**config.mk**
```make
export PLATFORM = sky130hd
export DESIGN_NAME = stfq_rank_computer
export DESIGN_NICKNAME = d
export VERILOG_FILES = /design/src/rtl/stfq_rank_computer.sv
export SDC_FILE = /design/constraint.sdc
export NUM_CORES = 2
export LEC_CHECK = 0
export ABC_AREA = 1
export BUFFER_PORTS_ARGS = -buffer_cell sky130_fd_sc_hd__buf_2
export CORE_MARGIN = 1.5
export CORE_UTILIZATION = 40
export DETAILED_ROUTE_END_ITERATION = 8
export GPL_TIMING_DRIVEN = 0
export MAX_ROUTING_LAYER = met4
export SYNTH_ARGS = -nofsm -noshare
export SYNTH_HDL_FRONTEND = slang
export SYNTH_SLANG_ARGS = --single-unit
```
**constraint.sdc**
```tcl
create_clock -name clk -period 21.8 [get_ports clk]
set_clock_uncertainty 0.15 [all_clocks]
set_input_delay 4.36 -clock clk [delete_from_list [all_inputs] [get_ports clk]]
set_output_delay 4.36 -clock clk [all_outputs]
set_load 0.005 [all_outputs]
```
**src/rtl/stfq_rank_computer.sv**
```systemverilog
// Start-Time Fair Queueing rank tagger in front of the PIFO scheduler.
// Tags up to two arrivals per cycle and forwards them on the scheduler push lanes.
module stfq_rank_computer #(
    parameter int FLOWS = 10,
    parameter int LEN_W = 16,
    parameter int WT_W  = 8
) (
    input  logic                     clk,
    input  logic                     rst,
    input  logic                     in_valid_1,
    input  logic [31:0]              in_value_1,
    input  logic [FLOWS-1:0]         in_flow_1,
    input  logic [LEN_W-1:0]         in_len_1,
    input  logic                     in_valid_2,
    input  logic [31:0]              in_value_2,
    input  logic [FLOWS-1:0]         in_flow_2,
    input  logic [LEN_W-1:0]         in_len_2,
    output logic                     in_ready,
    output logic                     push_1,
    output logic [31:0]              push_rank_1,
    output logic [31:0]              push_value_1,
    output logic [FLOWS-1:0]         push_flow_1,
    output logic                     push_2,
    output logic [31:0]              push_rank_2,
    output logic [31:0]              push_value_2,
    output logic [FLOWS-1:0]         push_flow_2,
    input  logic                     can_push_1,
    input  logic                     can_push_2,
    input  logic                     deq_valid,
    input  logic [31:0]              deq_rank,
    input  logic                     cfg_we,
    input  logic [$clog2(FLOWS)-1:0] cfg_flow,
    input  logic [WT_W-1:0]          cfg_weight,
    output logic                     err_flow
);
    localparam int IDX_W = $clog2(FLOWS);
    localparam int P_W   = LEN_W + WT_W;

    logic [31:0]      vtime;
    logic [31:0]      last_finish [FLOWS];
    logic [WT_W-1:0]  weight [FLOWS];

    logic             sv1, sv2, err_q;
    logic [31:0]      sr1, sr2, sval1, sval2;
    logic [FLOWS-1:0] sf1, sf2;

    logic             fire, accept, ok1, ok2, take1, take2;
    logic [IDX_W-1:0] idx1, idx2;
    logic [P_W-1:0]   prod1, prod2;
    logic [31:0]      s1, fin1, s2, fin2, base2;

    function automatic logic is_onehot(input logic [FLOWS-1:0] f);
        return (f != '0) && ((f & (f - 1'b1)) == '0);
    endfunction

    function automatic logic [IDX_W-1:0] to_index(input logic [FLOWS-1:0] f);
        logic [IDX_W-1:0] r;
        r = '0;
        for (int i = 0; i < FLOWS; i++)
            if (f[i]) r = IDX_W'(i);
        return r;
    endfunction

    assign fire     = (sv1 && sv2 && can_push_2) || ((sv1 ^ sv2) && can_push_1);
    assign accept   = !rst && (!(sv1 || sv2) || fire);
    assign in_ready = accept;

    assign ok1   = is_onehot(in_flow_1);
    assign ok2   = is_onehot(in_flow_2);
    assign take1 = in_valid_1 && accept && ok1;
    assign take2 = in_valid_2 && accept && ok2;
    assign idx1  = to_index(in_flow_1);
    assign idx2  = to_index(in_flow_2);

    // Lane 2 on the same flow as a valid lane 1 starts after lane 1's finish.
    always_comb begin
        prod1 = P_W'(in_len_1) * P_W'(weight[idx1]);
        prod2 = P_W'(in_len_2) * P_W'(weight[idx2]);
        s1    = (last_finish[idx1] > vtime) ? last_finish[idx1] : vtime;
        fin1  = s1 + {{(32-P_W){1'b0}}, prod1};
        base2 = (take1 && (in_flow_1 == in_flow_2)) ? fin1 : last_finish[idx2];
        s2    = (base2 > vtime) ? base2 : vtime;
        fin2  = s2 + {{(32-P_W){1'b0}}, prod2};
    end

    always_ff @(posedge clk) begin
        if (rst) begin
            vtime <= '0;
            for (int i = 0; i < FLOWS; i++) begin
                last_finish[i] <= '0;
                weight[i]      <= WT_W'(1);
            end
            sv1   <= 1'b0;
            sv2   <= 1'b0;
            err_q <= 1'b0;
            sr1   <= '0;
            sr2   <= '0;
            sval1 <= '0;
            sval2 <= '0;
            sf1   <= '0;
            sf2   <= '0;
        end else begin
            if (deq_valid && (deq_rank > vtime))
                vtime <= deq_rank;
            if (cfg_we && (32'(cfg_flow) < 32'(FLOWS)))
                weight[cfg_flow] <= cfg_weight;
            if (take1)
                last_finish[idx1] <= fin1;
            if (take2)
                last_finish[idx2] <= fin2;
            err_q <= (in_valid_1 && accept && !ok1) || (in_valid_2 && accept && !ok2);
            if (accept) begin
                sv1 <= take1 || take2;
                sv2 <= take1 && take2;
                // A lone lane-2 packet is compacted into slot 1.
                if (take1) begin
                    sr1   <= s1;
                    sval1 <= in_value_1;
                    sf1   <= in_flow_1;
                end else begin
                    sr1   <= s2;
                    sval1 <= in_value_2;
                    sf1   <= in_flow_2;
                end
                sr2   <= s2;
                sval2 <= in_value_2;
                sf2   <= in_flow_2;
            end
        end
    end

    assign push_1       = sv1 && fire && !rst;
    assign push_2       = sv2 && fire && !rst;
    assign push_rank_1  = sr1;
    assign push_value_1 = sval1;
    assign push_flow_1  = sf1;
    assign push_rank_2  = sr2;
    assign push_value_2 = sval2;
    assign push_flow_2  = sf2;
    assign err_flow     = err_q && !rst;
endmodule

```
# Word level (Yosys, flattened, before mapping)
# Memories as Yosys holds them, arrays and structs flattened.
# Index checks and enable logic that the tools add are counted.
# totals
out_inout_bits	152
n_memories	2
mem_bits_rw	400
input_bits	168
reg_bits	183
wordCells	107
# mem_list
memory	depth	width	rd	rd_ports_with_merged_regs	wr	line_no	rtl
last_finish	10	32	2	0	10	40	logic [31:0] last_finish [FLOWS];
weight	10	8	2	0	10	41	logic [WT_W-1:0] weight [FLOWS];
# classes
add_sub_neg	4
n_mul	2
n_mux	44
magnitude_cmp	4
reduce_logical	37
bitwise_logic	3
n_eq_ne	1
# op_table
op	count
$mux W32	7
$gt A32 B32 Y1	3
$mux W4	19
$add A32 B24 Y32	2
$reduce_or A32 Y1	2
$mul A16 B8 Y24	2
$logic_and A1 B1 Y1	21
$and A10 B10 Y10	2
$logic_not A10 Y1	2
$reduce_bool A10 Y1	2
$sub A10 B1 Y10 const B	2
$mux W1	16
$eq A10 B10 Y1	1
$mux W10	1
$mux W8	1
$reduce_or A8 Y1	1
$logic_or A1 B1 Y1	5
$logic_not A1 Y1	4
$lt A4 B4 Y1 const B	1
$xor A1 B1 Y1	1

# Longest topological paths before layout
# An unclocked memory read counts as a cell.
# depth
word_depth	18
ltp_mapped	99
mapped_depth_nobuf	91

# Worst setup path after synthesis
# OpenSTA, ideal clock, no wires.
# synth_path
path_kind	input port to flip-flop
start	in in_flow_1[2]
end	mem last_finish[0][29], data pin
n_path_buf	9
required_time_ns	21.396
setup_ns	0.254
slack_ns	3.901
cell_stages	84
arrival_ns	17.494
path_cell_list	inv_2 > nand2_1 > nand2_1 > nand2_1 > nand2_1 > nand2_1 > nand2_2 > nand2_4 > nand2_4 > buf_6 > buf_6 > buf_6 > buf_4 > buf_2 > o21ai_0 > o22ai_1 > nand2_1 > nand3_1 > [48 not listed] > inv_1 > fa_1 > ha_1 > nand3_1 > nand3_1 > nand2_1 > nand2_1 > a21oi_1 > o21ai_1 > a21boi_1 > o31ai_1 > a21oi_1 > o21ai_1 > nand3_1 > nand2_4 > nand4_2 > nand3_1 > nand2_1
# synth_lines
item	line_no	rtl
start: declaration	12	input logic [FLOWS-1:0] in_flow_1,
end: declaration	40	

==> metrics <==
total congestion overflow=0; 1st-iter DRT viols=6,224; antenna violations before repair=21; Post-Synth Adder-Cell Area=15.26%; DP HPWL=154,200 um; sequential group share of total power=16.2%; Slew HR=-3.061%; Netlist Area Pre-Place=43,890 um^2; most frequent cells in the layout=907 x nand2_1, 556 x o22ai_1, 490 x inv_1; Clock transition at path regs=0.06 ns; Clock Sinks=663; CP startpoint kind=primary input; vias per inst=6.079; fin crit period=21.32 ns; routed vias=42,770; Syn Area/Cell=8.675 um^2; area delta synth->final=15.38%; mux contribution to synthesized area=0%; Final period util=97.78%; vias in the first global route=40,040; area fraction in compound gates after synthesis=18.50%; Yosys reg bits=663; leakage power=20.96 nW; Crit Path Max Fanout=15; Hold Crit Class=flop to flop; Setup CP Type=primary input to flop; Std-Cell Core Area=108,900 um^2; global-route wire length before repair=278,900 um; Critical Path RT=22.01 ns; CP peak stage delay=0.63 ns; Post-Route WL=198,400 um; Arr. time, crit path=21.53 ns; CTS Hold Buffers Added=0; Slowest-stage cell, CP=clkbuf_1; internal power=3.823 mW; post-CTS sizing=6; commonest non-fill, non-tap cell in the layout=nand2_1; CTS buffer count=79; H-tree depth=3; pwr/cell area=179.9 nW/um^2; Top Ports=320; asr flop ratio synth=0%; Max Slew Vio Count=4; IO Port Bufs=300; CTS tree=built; Slew @ Worst Pin=1.536 ns; final number of setup-violating endpoints=0; layout net count=6,112; endpoints failing hold=0; Cells after Synth=5,059; CTS Root Cell=clkbuf_16; fillers=10,680; CTS max path bufs=3; layout cell share with drive strength beyond 1=12.69%; average routed wire per standard cell=28.20 um; Cell variety after synth=62; Util after Layout=46.52%; Simple-Gate Fraction of Synth Area=16.27%; Die Height=334.2 um; CP endpoint kind=flop; Top FF cell, synth=edfxtp_1; outcome=finished, violations left; FP Rows=121; setup TNS=0 ns; Final Wtd Congestion=1.048; Max Cap Violations=2; sequential cell area fraction in the yosys report=41.19%; First-pass DRT Iterations=6; Most Frequent Cell on Critical Path=nand2_1; full die area=111,700 um^2; gr usage total=35.54%; largest family of logic cells by synthesized area=compound AO/OA/AOI/OAI gates; Psw=5.288 mW; Combinational Power Share=69.5%; Post-synth EDFFs=480; Worst-Skew Late Latency=0.68 ns; # Post-CTS Setup Buffers=0; ANT nets after route=0; Die Wd=334.2 um; largest net degree at the start of global routing=33; failing checks=max-capacitance violations, max-slew violations; switch share=58.04%; DRC errors left=0; post-synthesis xor/xnor area fraction=0.9579%; unrepaired setup endpoints after global routing=true; Clk pwr share=14.3%; Starting Density=40.32%; VDD IR max=0.4391 mV; Synth Warn #=0; Max Clk Rate=46.91 MHz
## through the flow
stage	setup slack (ns)	cell area (um^2)	instances	total power, mW	hold slack [ns]
after floorplan	3.901	44180	5138	4.689	0.2979
after global placement	-2.332	47460	6852	7.033	0.2860
after detailed placement	-1.490	47950	6872	7.414	0.2838
after CTS	0.1171	50400	7010	8.726	0.3021
after global routing	-0.02903	50630	7034	9.465	0.3185
final	0.4844	50640	7036	9.111	0.3032
## critical path: cells and delay by family
| kind | cells | cell delay (ns) |
|---|---|---|
| buffers and inverters | 13 | 2.93 |
| and+or+nand+nor | 26 | 3.49 |
| adders and majority gates | 12 | 5.40 |
| xor gates and xnor gates | 2 | 0.74 |
| AOI/OAI and AO/OA | 19 | 4.50 |
## worst paths after layout
path / startpoint / depth (start not counted) / slack [ns] / end
worst min register to register: push_value_1[15] / 2 / 0.30 / push_value_1[15]
worst min-delay path: push_value_1[15] / 2 / 0.30 / push_value_1[15]
worst max register to register: last_finish[1][15] / 65 / 5.61 / last_finish[7][26]
worst max-delay path: in_flow_1[4] / 72 / 0.48 / last_finish[7][26]
## cells in the mapped netlist, types with 24 or more instances
| master | instances | share of area, % |
|---|---|---|
| nor2_1 | 457 | 3.9 |
| o21ai_0 | 486 | 5.5 |
| o22ai_1 | 558 | 8.0 |
| inv_1 | 490 | 4.2 |
| a21oi_1 | 131 | 1.5 |
| xor2_1 | 24 | 0.48 |
| dfxtp_1 | 183 | 8.3 |
| o221ai_1 | 43 | 0.86 |
| nand2_1 | 908 | 7.8 |
| nand4_1 | 46 | 0.66 |
| inv_2 | 28 | 0.24 |
| fa_1 | 212 | 9.7 |
| nand3_1 | 185 | 2.1 |
| edfxtp_1 | 480 | 33 |
| buf_2 | 95 | 1.1 |
| buf_1 | 32 | 0.27 |
| o21ai_1 | 53 | 0.60 |
| ha_1 | 196 | 5.6 |
| clkinv_1 | 30 | 0.26 |
| clkbuf_1 | 186 | 1.6 |
## state kept, by name (all words and copies together), names as in the netlist
register,cells
last_finish,384
weight,96
push_rank_1,32
push_rank_2,32
push_value_1,32
push_value_2,32
vtime,32
push_flow_1,10
push_flow_2,10
err_q,1
sv1,1
sv2,1
## kinds of logic (layout without fill, tap and decap cells)
logic type / Yosys count / count (layout)
other cells: 1 / 107
buf+inv: 870 / 1327
flops: 663 / 663
simple gates: 1698 / 1698
compound gates: 1374 / 1374
fa+ha+maj: 408 / 408
xor+xnor: 45 / 45
## layout make-up
cell class	instances	area (um^2)	area share [%]
multi-input combinational	3605	23020	45.46
sequential	663	18080	35.70
clock buffer	106	2118	4.183
inverter	548	2057	4.062
timing repair buffer	320	1824	3.602
tap	1414	1769	3.494
buffer	319	1386	2.738
clock inverter	34	317.8	0.6276
antenna	27	67.56	0.1334
## metal layers
metal / GRT usage (%) / share of wire, % / wire [um]
met5: - / 0 / 0
met2: 52.47 / 43 / 86250
met4: 17.10 / 5.6 / 11050
met1: 44.87 / 38 / 75720
met3: 9.956 / 13 / 25400
## power groups by stage
stage	registers (mW)	logic, mW	clock network [mW]
3_3_place_gp	1.50	5.54	0
3_5_place_dp	1.50	5.92	0
5_1_grt	1.48	6.64	1.34
4_1_cts	1.47	5.96	1.29
2_1_floorplan	1.49	3.20	0
6_report	1.47	6.34	1.30
(Power assumes the default switching activity.)
